`config.mk`:
```
export PLATFORM = sky130hd
export DESIGN_NAME = sdrd_dma
export DESIGN_NICKNAME = d
export VERILOG_FILES = /design/src/rtl/sdrd_dma_pkg.sv /design/src/rtl/sdrd_dma_regs.sv /design/src/rtl/sdrd_dma.sv
export SDC_FILE = /design/constraint.sdc
export NUM_CORES = 1
export LEC_CHECK = 0
export BUFFER_PORTS_ARGS = -buffer_cell sky130_fd_sc_hd__buf_2
export CORE_ASPECT_RATIO = 1.2
export CORE_UTILIZATION = 45
export CTS_CLUSTER_SIZE = 20
export DETAILED_ROUTE_END_ITERATION = 8
export PLACE_DENSITY = 0.76
export SLEW_MARGIN = 20
export SYNTH_ARGS = -nofsm -noshare
export SYNTH_HDL_FRONTEND = slang
export SYNTH_SLANG_ARGS = --single-unit
```
`constraint.sdc`:
```
create_clock -name clk -period 4.14 [get_ports clk]
set_input_delay 0.828 -clock clk [delete_from_list [all_inputs] [get_ports clk]]
set_output_delay 0.828 -clock clk [all_outputs]
set_load 0.02 [all_outputs]
```
`src/rtl/sdrd_dma_pkg.sv`:
```
// sdrd_dma_pkg: shared definitions for the SD sector-copy engine.
//   - config register offsets (addr[3:2]) and CTRL/STAT bit positions
//   - sequencer state encoding
//   - strobe bundle the sequencer sends to the register file
//   - address helper for the sdrd buffer window
package sdrd_dma_pkg;

  // Config register index, decoded from cfg_icb_cmd_addr[3:2]
  localparam logic [1:0] REG_SECTOR = 2'd0;
  localparam logic [1:0] REG_DST    = 2'd1;
  localparam logic [1:0] REG_COUNT  = 2'd2;
  localparam logic [1:0] REG_CTRL   = 2'd3;

  // CTRL write bits
  localparam int CTRL_START_BIT = 0;
  localparam int CTRL_CLR_BIT   = 1;

  // STAT read bits
  localparam int STAT_BUSY_BIT     = 0;
  localparam int STAT_DONE_BIT     = 1;
  localparam int STAT_ERR_TO_BIT   = 2;
  localparam int STAT_ERR_BUS_BIT  = 3;

  // sdrd status word: busy flag position
  localparam int SD_BUSY_BIT = 24;

  localparam logic [8:0]  LAST_BYTE    = 9'd511;
  localparam logic [31:0] SECTOR_BYTES = 32'd512;

  typedef enum logic [3:0] {
    ST_IDLE,
    ST_SD_WR,
    ST_POLL_CMD,
    ST_POLL_RSP,
    ST_RD_CMD,
    ST_RD_RSP,
    ST_MW_CMD,
    ST_MW_RSP,
    ST_NEXT
  } state_t;

  // One-cycle requests from the sequencer to the register file
  typedef struct packed {
    logic run;          // run accepted: set BUSY, clear DONE/ERR
    logic done;         // set DONE, clear BUSY
    logic err_timeout;  // set ERR_TIMEOUT, clear BUSY
    logic err_bus;      // set ERR_BUS, clear BUSY
    logic advance;      // SECTOR+1, DST+512, COUNT-1
  } seq_strobe_t;

  // Byte i of the sdrd buffer lives at base + 4*i
  function automatic logic [31:0] sd_byte_addr(input logic [31:0] base,
                                               input logic [8:0]  idx);
    return base + {21'd0, idx, 2'b00};
  endfunction

endpackage

```
`src/rtl/sdrd_dma_regs.sv`:
```
// sdrd_dma_regs: config ICB slave and register file for sdrd_dma.
// Ports:
//   clk, rst_n           clock, async active-low reset
//   cfg_icb_*            config slave (cmd/rsp handshake, addr[3:2] decoded)
//   sector, dst, count   live register values for the sequencer
//   busy, done,
//   err_timeout, err_bus status flags
//   start_pulse          START written while idle (one cycle)
//   clr_pulse            CLR written (one cycle)
//   strobe               state/counter updates requested by the sequencer
module sdrd_dma_regs
  import sdrd_dma_pkg::*;
(
  input  logic              clk,
  input  logic              rst_n,
  input  logic              cfg_icb_cmd_valid,
  output logic              cfg_icb_cmd_ready,
  input  logic              cfg_icb_cmd_read,
  input  logic [31:0]       cfg_icb_cmd_addr,
  input  logic [31:0]       cfg_icb_cmd_wdata,
  input  logic [3:0]        cfg_icb_cmd_wmask,
  output logic              cfg_icb_rsp_valid,
  input  logic              cfg_icb_rsp_ready,
  output logic              cfg_icb_rsp_err,
  output logic [31:0]       cfg_icb_rsp_rdata,
  output logic [31:0]       sector,
  output logic [31:0]       dst,
  output logic [15:0]       count,
  output logic              busy,
  output logic              done,
  output logic              err_timeout,
  output logic              err_bus,
  output logic              start_pulse,
  output logic              clr_pulse,
  input  seq_strobe_t       strobe
);

  logic [31:0] sector_reg, dst_reg;
  logic [15:0] count_reg;
  logic        busy_reg, done_reg, err_to_reg, err_bus_reg;
  logic        rsp_valid_reg;
  logic [31:0] rsp_rdata_reg, rdata_next;
  logic [1:0]  reg_idx;
  logic        cmd_hs, wr_hs, cfg_wr_ok;
  logic        unused_ok;

  assign unused_ok = ^{cfg_icb_cmd_wmask, cfg_icb_cmd_addr[31:4], cfg_icb_cmd_addr[1:0]};

  assign reg_idx           = cfg_icb_cmd_addr[3:2];
  assign cfg_icb_cmd_ready = ~rsp_valid_reg | cfg_icb_rsp_ready;
  assign cmd_hs            = cfg_icb_cmd_valid & cfg_icb_cmd_ready;
  assign wr_hs             = cmd_hs & ~cfg_icb_cmd_read;
  // Parameter registers and START are frozen while a run is in flight
  assign cfg_wr_ok         = wr_hs & ~busy_reg;

  assign start_pulse = cfg_wr_ok & (reg_idx == REG_CTRL) & cfg_icb_cmd_wdata[CTRL_START_BIT];
  assign clr_pulse   = wr_hs & (reg_idx == REG_CTRL) & cfg_icb_cmd_wdata[CTRL_CLR_BIT];

  // Parameter registers: the sequencer advance only happens while busy,
  // so it never collides with a software write.
  always_ff @(posedge clk or negedge rst_n) begin
    if (!rst_n) begin
      sector_reg <= '0;
      dst_reg    <= '0;
      count_reg  <= '0;
    end else if (strobe.advance) begin
      sector_reg <= sector_reg + 32'd1;
      dst_reg    <= dst_reg + SECTOR_BYTES;
      count_reg  <= count_reg - 16'd1;
    end else if (cfg_wr_ok) begin
      if (reg_idx == REG_SECTOR) sector_reg <= cfg_icb_cmd_wdata;
      if (reg_idx == REG_DST)    dst_reg    <= {cfg_icb_cmd_wdata[31:2], 2'b00};
      if (reg_idx == REG_COUNT)  count_reg  <= cfg_icb_cmd_wdata[15:0];
    end
  end

  // Status flags. CLR is applied first so a START in the same write
  // (which produces run/done strobes this cycle) takes precedence.
  always_ff @(posedge clk or negedge rst_n) begin
    if (!rst_n) begin
      busy_reg    <= 1'b0;
      done_reg    <= 1'b0;
      err_to_reg  <= 1'b0;
      err_bus_reg <= 1'b0;
    end else begin
      if (clr_pulse) begin
        done_reg    <= 1'b0;
        err_to_reg  <= 1'b0;
        err_bus_reg <= 1'b0;
      end
      if (strobe.run) begin
        busy_reg    <= 1'b1;
        done_reg    <= 1'b0;
        err_to_reg  <= 1'b0;
        err_bus_reg <= 1'b0;
      end
      if (strobe.done) begin
        done_reg <= 1'b1;
        busy_reg <= 1'b0;
      end
      if (strobe.err_timeout) begin
        err_to_reg <= 1'b1;
        busy_reg   <= 1'b0;
      end
      if (strobe.err_bus) begin
        err_bus_reg <= 1'b1;
        busy_reg    <= 1'b0;
      end
    end
  end

  always_comb begin
    rdata_next = '0;
    case (reg_idx)
      REG_SECTOR: rdata_next = sector_reg;
      REG_DST:    rdata_next = dst_reg;
      REG_COUNT:  rdata_next = {16'd0, count_reg};
      default: begin
        rdata_next[STAT_BUSY_BIT]    = busy_reg;
        rdata_next[STAT_DONE_BIT]    = done_reg;
        rdata_next[STAT_ERR_TO_BIT]  = err_to_reg;
        rdata_next[STAT_ERR_BUS_BIT] = err_bus_reg;
      end
    endcase
  end

  // Every accepted command gets exactly one response the following cycle
  always_ff @(posedge clk or negedge rst_n) begin
    if (!rst_n) begin
      rsp_valid_reg <= 1'b0;
      rsp_rdata_reg <= '0;
    end else if (cmd_hs) begin
      rsp_valid_reg <= 1'b1;
      rsp_rdata_reg <= cfg_icb_cmd_read ? rdata_next : 32'd0;
    end else if (cfg_icb_rsp_ready) begin
      rsp_valid_reg <= 1'b0;
    end
  end

  assign cfg_icb_rsp_valid = rsp_valid_reg;
  assign cfg_icb_rsp_rdata = rsp_rdata_reg;
  assign cfg_icb_rsp_err   = 1'b0;

  assign sector      = sector_reg;
  assign dst         = dst_reg;
  assign count       = count_reg;
  assign busy        = busy_reg;
  assign done        = done_reg;
  assign err_timeout = err_to_reg;
  assign err_bus     = err_bus_reg;

endmodule

```
`src/rtl/sdrd_dma.sv`:
```
// sdrd_dma: sector-copy engine from the sdrd card reader buffer to memory.
// Per sector: write SECTOR to sdrd, poll until the access completes, then
// read 512 buffer bytes, pack them little-endian and write 128 words to DST.
// Ports:
//   clk, rst_n      clock, async active-low reset
//   cfg_icb_*       config slave (SECTOR, DST, COUNT, CTRL/STAT)
//   sd_icb_*        master to sdrd (sector write, status poll, byte reads)
//   mem_icb_*       master to system memory (word writes)
//   irq             level interrupt, DONE | ERR
module sdrd_dma
  import sdrd_dma_pkg::*;
#(
  parameter logic [23:0] POLL_TIMEOUT = 24'hFF_FFFF,
  parameter logic [31:0] SDRD_BASE    = 32'h0
) (
  input  logic        clk,
  input  logic        rst_n,
  input  logic        cfg_icb_cmd_valid,
  output logic        cfg_icb_cmd_ready,
  input  logic        cfg_icb_cmd_read,
  input  logic [31:0] cfg_icb_cmd_addr,
  input  logic [31:0] cfg_icb_cmd_wdata,
  input  logic [3:0]  cfg_icb_cmd_wmask,
  output logic        cfg_icb_rsp_valid,
  input  logic        cfg_icb_rsp_ready,
  output logic        cfg_icb_rsp_err,
  output logic [31:0] cfg_icb_rsp_rdata,
  output logic        sd_icb_cmd_valid,
  input  logic        sd_icb_cmd_ready,
  output logic [31:0] sd_icb_cmd_addr,
  output logic        sd_icb_cmd_read,
  output logic [31:0] sd_icb_cmd_wdata,
  output logic [3:0]  sd_icb_cmd_wmask,
  input  logic        sd_icb_rsp_valid,
  output logic        sd_icb_rsp_ready,
  input  logic [31:0] sd_icb_rsp_rdata,
  output logic        mem_icb_cmd_valid,
  input  logic        mem_icb_cmd_ready,
  output logic [31:0] mem_icb_cmd_addr,
  output logic        mem_icb_cmd_read,
  output logic [31:0] mem_icb_cmd_wdata,
  output logic [3:0]  mem_icb_cmd_wmask,
  input  logic        mem_icb_rsp_valid,
  output logic        mem_icb_rsp_ready,
  input  logic        mem_icb_rsp_err,
  output logic        irq
);

  logic [31:0] sector, dst;
  logic [15:0] count;
  logic        busy, done, err_timeout, err_bus;
  logic        start_pulse, clr_pulse;
  seq_strobe_t strobe;

  state_t      state_reg, state_next;
  logic [8:0]  idx_reg;
  logic        seen_busy_reg;
  logic [23:0] poll_cnt_reg;
  logic        sector_init, idx_inc, lane_we, seen_set, in_poll;
  logic [31:0] pack_word;
  logic        sd_busy;
  logic        unused_ok;

  assign sd_busy   = sd_icb_rsp_rdata[SD_BUSY_BIT];
  assign unused_ok = ^{sd_icb_rsp_rdata[31:25], sd_icb_rsp_rdata[23:8], clr_pulse, busy};
  assign in_poll   = (state_reg == ST_POLL_CMD) || (state_reg == ST_POLL_RSP);

  sdrd_dma_regs u_regs (
    .clk               (clk),
    .rst_n             (rst_n),
    .cfg_icb_cmd_valid (cfg_icb_cmd_valid),
    .cfg_icb_cmd_ready (cfg_icb_cmd_ready),
    .cfg_icb_cmd_read  (cfg_icb_cmd_read),
    .cfg_icb_cmd_addr  (cfg_icb_cmd_addr),
    .cfg_icb_cmd_wdata (cfg_icb_cmd_wdata),
    .cfg_icb_cmd_wmask (cfg_icb_cmd_wmask),
    .cfg_icb_rsp_valid (cfg_icb_rsp_valid),
    .cfg_icb_rsp_ready (cfg_icb_rsp_ready),
    .cfg_icb_rsp_err   (cfg_icb_rsp_err),
    .cfg_icb_rsp_rdata (cfg_icb_rsp_rdata),
    .sector            (sector),
    .dst               (dst),
    .count             (count),
    .busy              (busy),
    .done              (done),
    .err_timeout       (err_timeout),
    .err_bus           (err_bus),
    .start_pulse       (start_pulse),
    .clr_pulse         (clr_pulse),
    .strobe            (strobe)
  );

  always_ff @(posedge clk or negedge rst_n) begin
    if (!rst_n) state_reg <= ST_IDLE;
    else        state_reg <= state_next;
  end

  // Byte index, poll bookkeeping. All three restart once the sector
  // number has been handed to sdrd.
  always_ff @(posedge clk or negedge rst_n) begin
    if (!rst_n) begin
      idx_reg       <= '0;
      seen_busy_reg <= 1'b0;
      poll_cnt_reg  <= '0;
    end else if (sector_init) begin
      idx_reg       <= '0;
      seen_busy_reg <= 1'b0;
      poll_cnt_reg  <= '0;
    end else begin
      if (idx_inc)  idx_reg <= idx_reg + 9'd1;
      if (seen_set) seen_busy_reg <= 1'b1;
      if (in_poll && (poll_cnt_reg != 24'hFF_FFFF)) poll_cnt_reg <= poll_cnt_reg + 24'd1;
    end
  end

  // Pack register: one byte lane per generate instance, loaded when the
  // returning byte's index selects that lane.
  for (genvar gi = 0; gi < 4; gi++) begin : g_lane
    logic [7:0] lane_reg;
    always_ff @(posedge clk or negedge rst_n) begin
      if (!rst_n)
        lane_reg <= '0;
      else if (lane_we && (idx_reg[1:0] == 2'(gi)))
        lane_reg <= sd_icb_rsp_rdata[7:0];
    end
    assign pack_word[gi*8 +: 8] = lane_reg;
  end

  always_comb begin
    state_next        = state_reg;
    strobe            = '0;
    sector_init       = 1'b0;
    idx_inc           = 1'b0;
    lane_we           = 1'b0;
    seen_set          = 1'b0;
    sd_icb_cmd_valid  = 1'b0;
    sd_icb_cmd_read   = 1'b1;
    sd_icb_cmd_addr   = SDRD_BASE;
    sd_icb_rsp_ready  = 1'b0;
    mem_icb_cmd_valid = 1'b0;
    mem_icb_rsp_ready = 1'b0;

    case (state_reg)
      ST_IDLE: begin
        if (start_pulse) begin
          if (count != 16'd0) begin
            strobe.run = 1'b1;
            state_next = ST_SD_WR;
          end else begin
            strobe.done = 1'b1;
          end
        end
      end

      // sdrd sends no response to writes; the handshake completes it
      ST_SD_WR: begin
        sd_icb_cmd_valid = 1'b1;
        sd_icb_cmd_read  = 1'b0;
        if (sd_icb_cmd_ready) begin
          sector_init = 1'b1;
          state_next  = ST_POLL_CMD;
        end
      end

      ST_POLL_CMD: begin
        sd_icb_cmd_valid = 1'b1;
        if (sd_icb_cmd_ready) state_next = ST_POLL_RSP;
      end

      // Completion needs a busy->idle transition: an idle status before
      // busy was ever seen may be stale (e.g. previous access, or sdrd
      // still busy from a run abandoned by reset).
      ST_POLL_RSP: begin
        sd_icb_rsp_ready = 1'b1;
        if (sd_icb_rsp_valid) begin
          if (sd_busy) seen_set = 1'b1;
          if (!sd_busy && seen_busy_reg) begin
            state_next = ST_RD_CMD;
          end else if (poll_cnt_reg >= POLL_TIMEOUT) begin
            strobe.err_timeout = 1'b1;
            state_next         = ST_IDLE;
          end else begin
            state_next = ST_POLL_CMD;
          end
        end
      end

      ST_RD_CMD: begin
        sd_icb_cmd_valid = 1'b1;
        sd_icb_cmd_addr  = sd_byte_addr(SDRD_BASE, idx_reg);
        if (sd_icb_cmd_ready) state_next = ST_RD_RSP;
      end

      ST_RD_RSP: begin
        sd_icb_rsp_ready = 1'b1;
        if (sd_icb_rsp_valid) begin
          lane_we = 1'b1;
          if (idx_reg[1:0] == 2'd3) begin
            state_next = ST_MW_CMD;
          end else begin
            idx_inc    = 1'b1;
            state_next = ST_RD_CMD;
          end
        end
      end

      ST_MW_CMD: begin
        mem_icb_cmd_valid = 1'b1;
        if (mem_icb_cmd_ready) state_next = ST_MW_RSP;
      end

      ST_MW_RSP: begin
        mem_icb_rsp_ready = 1'b1;
        if (mem_icb_rsp_valid) begin
          if (mem_icb_rsp_err) begin
            strobe.err_bus = 1'b1;
            state_next     = ST_IDLE;
          end else if (idx_reg == LAST_BYTE) begin
            state_next = ST_NEXT;
          end else begin
            idx_inc    = 1'b1;
            state_next = ST_RD_CMD;
          end
        end
      end

      ST_NEXT: begin
        strobe.advance = 1'b1;
        if (count == 16'd1) begin
          strobe.done = 1'b1;
          state_next  = ST_IDLE;
        end else begin
          state_next = ST_SD_WR;
        end
      end

      default: state_next = ST_IDLE;
    endcase
  end

  assign sd_icb_cmd_wdata  = sector;
  assign sd_icb_cmd_wmask  = 4'hF;

  // Word j of the sector lands at DST + 4*j, j = idx >> 2
  assign mem_icb_cmd_addr  = dst + {23'd0, idx_reg[8:2], 2'b00};
  assign mem_icb_cmd_wdata = pack_word;
  assign mem_icb_cmd_read  = 1'b0;
  assign mem_icb_cmd_wmask = 4'hF;

  assign irq = done | err_timeout | err_bus;

endmodule

```
==> metrics.md, run 1 <==
| Metric | Value |
|---|---|
| Outcome | completed |
| Gr usage total | 25.38% |
| Synth Cell Area | 10820 um^2 |
| First-pass GRT wire length | 48760 um |
| Worst min path class | in -> async |
| IO Pins | 288 |
| PD cells | 570.5 nW/um^2 |
| First-pass DRT Iterations | 5 |
| Setup WS post-layout | 299.3 ps |
| Area share of the largest cell type after synthesis | 42.79% |
| Worst Path Arrival | 3010 ps |
| Final Non-Filler Cells | 1676 |
| CTS Sinks | 185 |
| Drt total wl | 30720 um |
| Max_slew headroom | 27.13% |
| Clock Pin Slew Worst Setup and Hold Paths | 80 ps |
| Pre-CTS setup slack | 795.7 ps |
| Die X | 143.5 um |
| Final ANT Viol Nets | 0 |
| Critical path cell sequence | ha_1 > inv_1 > fa_1 > nand2b_1 > a21oi_1 > o41ai_2 > buf_4 > nor3_1 > xor2_1 > buf_2 |
| Die area | 24670 um^2 |
| CTS Hold Buffers Added | 0 |
| Final cycle utilization of the critical path | 92.77% |
| Critical path type | reg -> out |
| R2R Path End | u_regs.sector[29] |
| Slew Limit Fails | 0 |
| WL per Instance | 18.33 um |
| # H-tree levels | 4 |
| Dpl cells | 1641 |
| CTS tree | done |
| Yosys cell types | 76 |
| Slowest stage delay, CP | 460 ps |
| Hpwl dp | 22270 um |
| Grt ovf | 0 |
| Fraction of registers with async set/reset | 100.0% |
| Hold Slack | 460.3 ps |
| Switching power share of the total | 42.27% |
| Critical Path Slowest Stage Cell | dfrtp_1 |
| Final Hold Vio Count | 0 |
| Port bufs | 195 |
| Worst r2r path cells | 5 |
| Synth area leaders | dfrtp_1 (43%), nand2_1 (4.8%), mux2i_1 (4.1%), o21ai_0 (3.7%), mux2_2 (3.5%) |
| RSZ-0062 raised after global routing | no |
| Cells after Synth | 1180 |
| Max Buffers Root-to-Sink | 2 |
| Via count | 9767 |
| Die Y-Extent | 171.9 um |
| Fill cells | 2146 |
| Fmax achieved | 260.4 MHz |
| Final core utilization | 53.80% |
| Synth area leader | dfrtp_1 |
| # DRC | 0 |
| Share of cells above drive strength 1 | 22.53% |
| Worst vdd ir | 0.4348 mV |
| Setup TNS | 0 ps |
| Worst Path Required | 3310 ps |
| Max-capacitance violation count | 0 |
| Post-synth EDFFs | 0 |
| Row count | 61 |
| DR vias/cell | 5.828 |
| Clk Latency, worst-skew pair | 440 ps |
| Post-CTS Repair Setup Buffers | 0 |
| Number of CTS-inserted buffers | 17 |
| R2R Path Start | state_reg[3] |
| Nets | 1474 |
| Initial antenna violation count | 2 |
| Setup crit end kind | output port |
| Syn_area_per_cell | 9.169 um^2 |
| Vias in the first global route | 9374 |
| Largest net degree at the start of global routing | 97 |
| Initial DRC Count | 733 |
| Predominant post-synthesis flop cell | dfrtp_1 |
| Post_cts resized | 0 |
| Area growth syn-to-layout | 16.13% |
| Final setup fails | 0 |
| Final GP Congestion | 0.9584 |
| Worst-Margin Slew | 1087 ps |
| P_leak | 5.851 nW |
| Initial Util | 46.32% |
| Clock network fraction of total power | 23.8% |
| P_int | 4.138 mW |
| Clk root buf | clkbuf_16 |
| Fin crit period | 3841 ps |
| Logic pwr share | 34.7% |
| Final Skew | 11.82 ps |
| Startpoint Class | register |
| Flop-to-flop setup slack | 1300 ps |
| Core area | 23350 um^2 |
| Net Sw Power | 3.030 mW |
| Ys Warns | 0 |
| Flops & latches, synth | 185 |
| Seq pwr share | 41.5% |
| Worst-path fanout max | 12 |
| Register area share after synthesis | 42.79% |
-- worst max-delay path by stage --
stage | startpoint | to | depth (start not counted)
floorplan | idx_reg[2] | mem_icb_cmd_addr[26] | 9
global placement | idx_reg[2] | mem_icb_cmd_addr[26] | 10
detailed placement | idx_reg[2] | mem_icb_cmd_addr[26] | 10
CTS | idx_reg[2] | mem_icb_cmd_addr[26] | 10
global route | idx_reg[2] | mem_icb_cmd_addr[26] | 10
finish | idx_reg[2] | mem_icb_cmd_addr[26] | 10
-- power groups by stage --
| stage | sequential [mW] | combinational (mW) | clock (mW) |
|---|---|---|---|
| global route | 3.06 | 2.74 | 1.80 |
| floorplan | 3.03 | 1.54 | 0 |
| detailed placement | 2.99 | 2.48 | 0 |
| finish | 2.98 | 2.49 | 1.70 |
| global placement | 2.96 | 2.43 | 0 |
| CTS | 2.96 | 2.50 | 1.73 |
-- routing by layer --
metal	up-vias	share of wire [%]	global-route usage, %
met1	4717	41	31.66
li1	4585	-	-
met3	47	7.7	5.843
met4	0	1.9	8.927
met5	-	0	0
met2	418	49	42.91
-- cell usage after synthesis (10+ instances only) --
master,number
mux2i_1,44
buf_4,35
dfrtp_1,185
buf_2,12
nand2_1,138
a22o_1,17
mux2_2,34
ha_1,18
xnor2_1,32
inv_1,34
xor2_1,12
nor4_1,17
a21oi_1,55
a31oi_1,10
nor2_1,91
nand4_1,24
or3_1,10
o21ai_0,81
nor3_1,29
and3_1,28
clkbuf_1,46
a211oi_1,12
nand3_1,51
-- stage by stage --
| stage | area (um^2) | power [mW] |
|---|---|---|
| after floorplan | 10940 | 4.569 |
| after global placement | 11950 | 5.395 |
| after detailed placement | 11950 | 5.476 |
| after CTS | 12560 | 7.187 |
| after global routing | 12560 | 7.600 |
| final | 12560 | 7.168 |
-- cell families after synthesis --
family	share of synthesized area [%]
adders and majority gates	2.267
xor gates and xnor gates	3.562
DFF	42.79
muxes	8.026
other	0.06941
AOI/OAI and AO/OA	16.36
and+or+nand+nor	20.82
buffers and inverters	6.106
-- placed cells by master, fill, tap and decap left out, drive strengths merged, types with 18 or more instances in the layout --
| master | Yosys | routed |
|---|---|---|
| xnor2 | 32 | 32 |
| nand2 | 138 | 138 |
| conb | 2 | 35 |
| dfrtp | 185 | 185 |
| o21ai | 83 | 83 |
| inv | 34 | 41 |
| nand4 | 26 | 26 |
| nor4 | 18 | 18 |
| nor3 | 31 | 31 |
| nand3 | 52 | 52 |
| nor2 | 91 | 91 |
| ha | 18 | 18 |
| buf | 55 | 214 |
| and3 | 28 | 28 |
| mux2i | 44 | 44 |
| a21oi | 55 | 55 |
| mux2 | 34 | 34 |
-- area by class of cell --
| cell class | instances | area (um^2) | area share [%] |
|---|---|---|---|
| multi-input cells | 893 | 5660 | 45.05 |
| flip-flops and latches | 185 | 4629 | 36.85 |
| repair buffers | 214 | 1137 | 9.052 |
| clock buffers | 17 | 425.4 | 3.386 |
| well taps | 315 | 394.1 | 3.137 |
| clock inverters | 15 | 182.7 | 1.454 |
| inverters | 34 | 127.6 | 1.016 |
| diodes | 3 | 7.507 | 0.05975 |
-- worst max-delay path, delay by kind of cell, from the launching register on --
family,cells,cell delay (ps)
flops,1,460
simple gates,2,430
fa+ha+maj,2,600
xor+xnor,1,200
compound gates,2,400
buf+inv,3,480
Note: power is estimated with default switching activity, not from simulation.
==> run 2, diff against run 1 <==
--- a/config.mk
+++ b/config.mk
@@ -11,6 +11,7 @@
 export CTS_CLUSTER_SIZE = 20
 export DETAILED_ROUTE_END_ITERATION = 8
 export PLACE_DENSITY = 0.76
+export RECOVER_POWER = 50
 export SLEW_MARGIN = 20
 export SYNTH_ARGS = -nofsm -noshare
 export SYNTH_HDL_FRONTEND = slang
==> run 2 against run 1 <==
Against the previous run:
- sequential cell count stayed put
- final cell count stayed put
- first-iteration DRC count increased by 5.9%
- sequential power about the same
- setup slack got worse by 2.1 ps
- critical endpoint unchanged
- the run now ends with capacitance limit, slew limit left
- total power decreased by 0.50%
- count of clock-buffer cells in the layout unchanged
- highest routed layer unchanged
- design area down 0.89%
- clock power about the same
- non-clock buffer count unchanged
- worst hold slack gained 19 ps
- critical path type unchanged
==> metrics.md, run 2 (synthesis results as in run 1) <==
| Metric | Value |
|---|---|
| Outcome | complete, but fails checks |
| Failing checks | capacitance limit, slew limit |
| Share of cells above drive strength 1 | 17.38% (-5.2 points) |
| Multi-input logic area | 5660 um^2 (unchanged) |
| Hpwl dp | 22270 um (unchanged) |
| Gr usage total | 25.38% (unchanged) |
| Largest net degree at the start of global routing | 97 (unchanged) |
| Startpoint Class | register |
| Clk Latency, worst-skew pair | 440 ps (about the same) |
| Clk root buf | clkbuf_16 |
| Clock Pin Slew Worst Setup and Hold Paths | 80 ps (about the same) |
| Hold Slack | 478.8 ps (+18.53 ps) |
| Dpl cell area | 11950 um^2 (unchanged) |
| Commonest non-fill, non-tap cells in the layout | dfrtp_1 (185), nand2_1 (138), buf_2 (126) |
| Worst Path Required | 3310 ps (about the same) |
| Post-CTS Repair Setup Buffers | 0 (unchanged) |
| Die area | 24670 um^2 (unchanged) |
| Via count | 9778 (+0.11%) |
| Register area | 4629 um^2 (unchanged) |
| Slew Limit Fails | 97 (+97) |
| PD cells | 572.7 nW/um^2 (+0.39%) |
| WL per Instance | 18.33 um (about the same) |
| P_int | 4.103 mW (-0.84%) |
| DR vias/cell | 5.834 (+0.11%) |
| Setup crit end kind | output port |
| Worst-Margin Slew | 2510 ps (+1423 ps) |
| Commonest non-fill, non-tap cell in the layout | dfrtp_1 |
| Port bufs | 195 (unchanged) |
| First-pass GRT wire length | 48760 um (unchanged) |
| Critical path cell sequence | ha_1 > inv_1 > fa_1 > nand2b_1 > a21oi_1 > o41ai_2 > buf_4 > nor3_1 > xor2_1 > buf_2 |
| Fin crit period | 3843 ps (+2.146 ps) |
| CTS tree | done |
| Fmax achieved | 260.2 MHz (about the same) |
| Worst-path fanout max | 12 (unchanged) |
| Core area | 23350 um^2 (unchanged) |
| Critical path type | reg -> out |
| CTS Hold Buffers Added | 0 (unchanged) |
| CP top delay family | adder cells |
| Critical Path Slowest Stage Cell | dfrtp_1 |
| # DRC | 0 (unchanged) |
| Final cycle utilization of the critical path | 92.82% (about the same) |
| Clock network fraction of total power | 23.8% (about the same) |
| Nets | 1474 (unchanged) |
| Buffers & Inverters on Critical Path | 3 (unchanged) |
| Initial antenna violation count | 2 (unchanged) |
| Final ANT Viol Nets | 0 (unchanged) |
| RSZ-0062 raised after global routing | no |
| Logic pwr share | 34.4% (-0.3 points) |
| Drt total wl | 30730 um (about the same) |
| P_leak | 5.564 nW (-4.9%) |
| Max_slew headroom | -67.35% (-94 points) |
| CTS Sinks | 185 (unchanged) |
| Number of CTS-inserted buffers | 17 (unchanged) |
| Max Buffers Root-to-Sink | 2 (unchanged) |
| Final setup fails | 0 (unchanged) |
| Seq pwr share | 41.8% (+0.3 points) |
| # H-tree levels | 4 (unchanged) |
| Worst min path class | reg -> reg |
| Worst vdd ir | 0.4329 mV (-0.45%) |
| Net Sw Power | 3.029 mW (about the same) |
| Final GP Congestion | 0.9584 (unchanged) |
| Area growth syn-to-layout | 15.10% |
| Final Hold Vio Count | 0 (unchanged) |
| First-pass DRT Iterations | 5 (unchanged) |
| Vias in the first global route | 9374 (unchanged) |
| Setup TNS | 0 ps (unchanged) |
| Initial DRC Count | 776 (+5.9%) |
| Die Y-Extent | 171.9 um (unchanged) |
| IO Pins | 288 (unchanged) |
| Worst Path Arrival | 3010 ps (about the same) |
| Switching power share of the total | 42.47% (+0.20 points) |
| Die X | 143.5 um (unchanged) |
| Post_cts resized | 0 (unchanged) |
| Grt ovf | 0 (unchanged) |
| Fill cells | 2190 (+2.1%) |
| Total chip power | 7.132 mW (-0.50%) |
| Initial Util | 46.32% (unchanged) |
| Final Skew | 11.93 ps (+0.1120 ps) |
| Max-capacitance violation count | 1 (+1) |
| Row count | 61 (unchanged) |
| Final core utilization | 53.32% (-0.48 points) |
| Slowest stage delay, CP | 460 ps (about the same) |
| Design area | 12450 um^2 (-0.89%) |
run 2: path summary, 6_finish.rpt:
| kind | start | endpoint | slack [ps] | cells after the start |
|---|---|---|---|---|
| min in group asynchronous | rst_n | u_regs.cfg_icb_rsp_rdata[25] | 1120 | 1 |
| min | u_regs.cfg_icb_rsp_rdata[28] | u_regs.cfg_icb_rsp_rdata[28] | 480 | 2 |
| min reg2reg | u_regs.cfg_icb_rsp_rdata[28] | u_regs.cfg_icb_rsp_rdata[28] | 480 | 2 |
| max in group asynchronous | rst_n | g_lane[2].lane_reg[0] | 720 | 2 |
| max | idx_reg[2] | mem_icb_cmd_addr[26] | 300 | 10 |
| max reg2reg | state_reg[3] | u_regs.sector[29] | 1310 | 5 |
run 2: metal layers:
layer  part of all wire [%]  wire, um  vias up  GRT usage, %
li1                       -         -     4576             -
met4                    2.4       723        0         8.927
met5                      0         0        -             0
met3                    7.8      2392       57         5.843
met2                     49     15020      426         42.91
met1                     41     12600     4719         31.66
run 2: area by class of cell:
cell class              count  area share [%]
clock inverters            15           1.467
inverters                  34           1.025
well taps                 315           3.165
repair buffers            214           8.239
clock buffers              17           3.416
diodes                      3         0.06028
multi-input cells         893           45.45
flip-flops and latches    185           37.17
run 2: per-stage QoR:
step                      setup slack (ps)  cells
after floorplan                       1046   1213
after global placement               849.6   1641
after detailed placement             795.7   1641
after CTS                            311.3   1673
after global routing                 98.25   1674
final                                297.1   1676
run 2: worst min-delay path: cells and delay by family (launching register included):
kind	cells	cell delay (ps)
compound gates	1	60
simple gates	1	50
flops	1	340
run 2: power groups by stage:
stage | clock network (mW) | logic, mW | registers, mW
3_3_place_gp | 0 | 2.43 | 2.96
3_5_place_dp | 0 | 2.48 | 2.99
4_1_cts | 1.73 | 2.50 | 2.96
6_report | 1.70 | 2.45 | 2.98
5_1_grt | 1.80 | 2.70 | 3.06
2_1_floorplan | 0 | 1.54 | 3.03
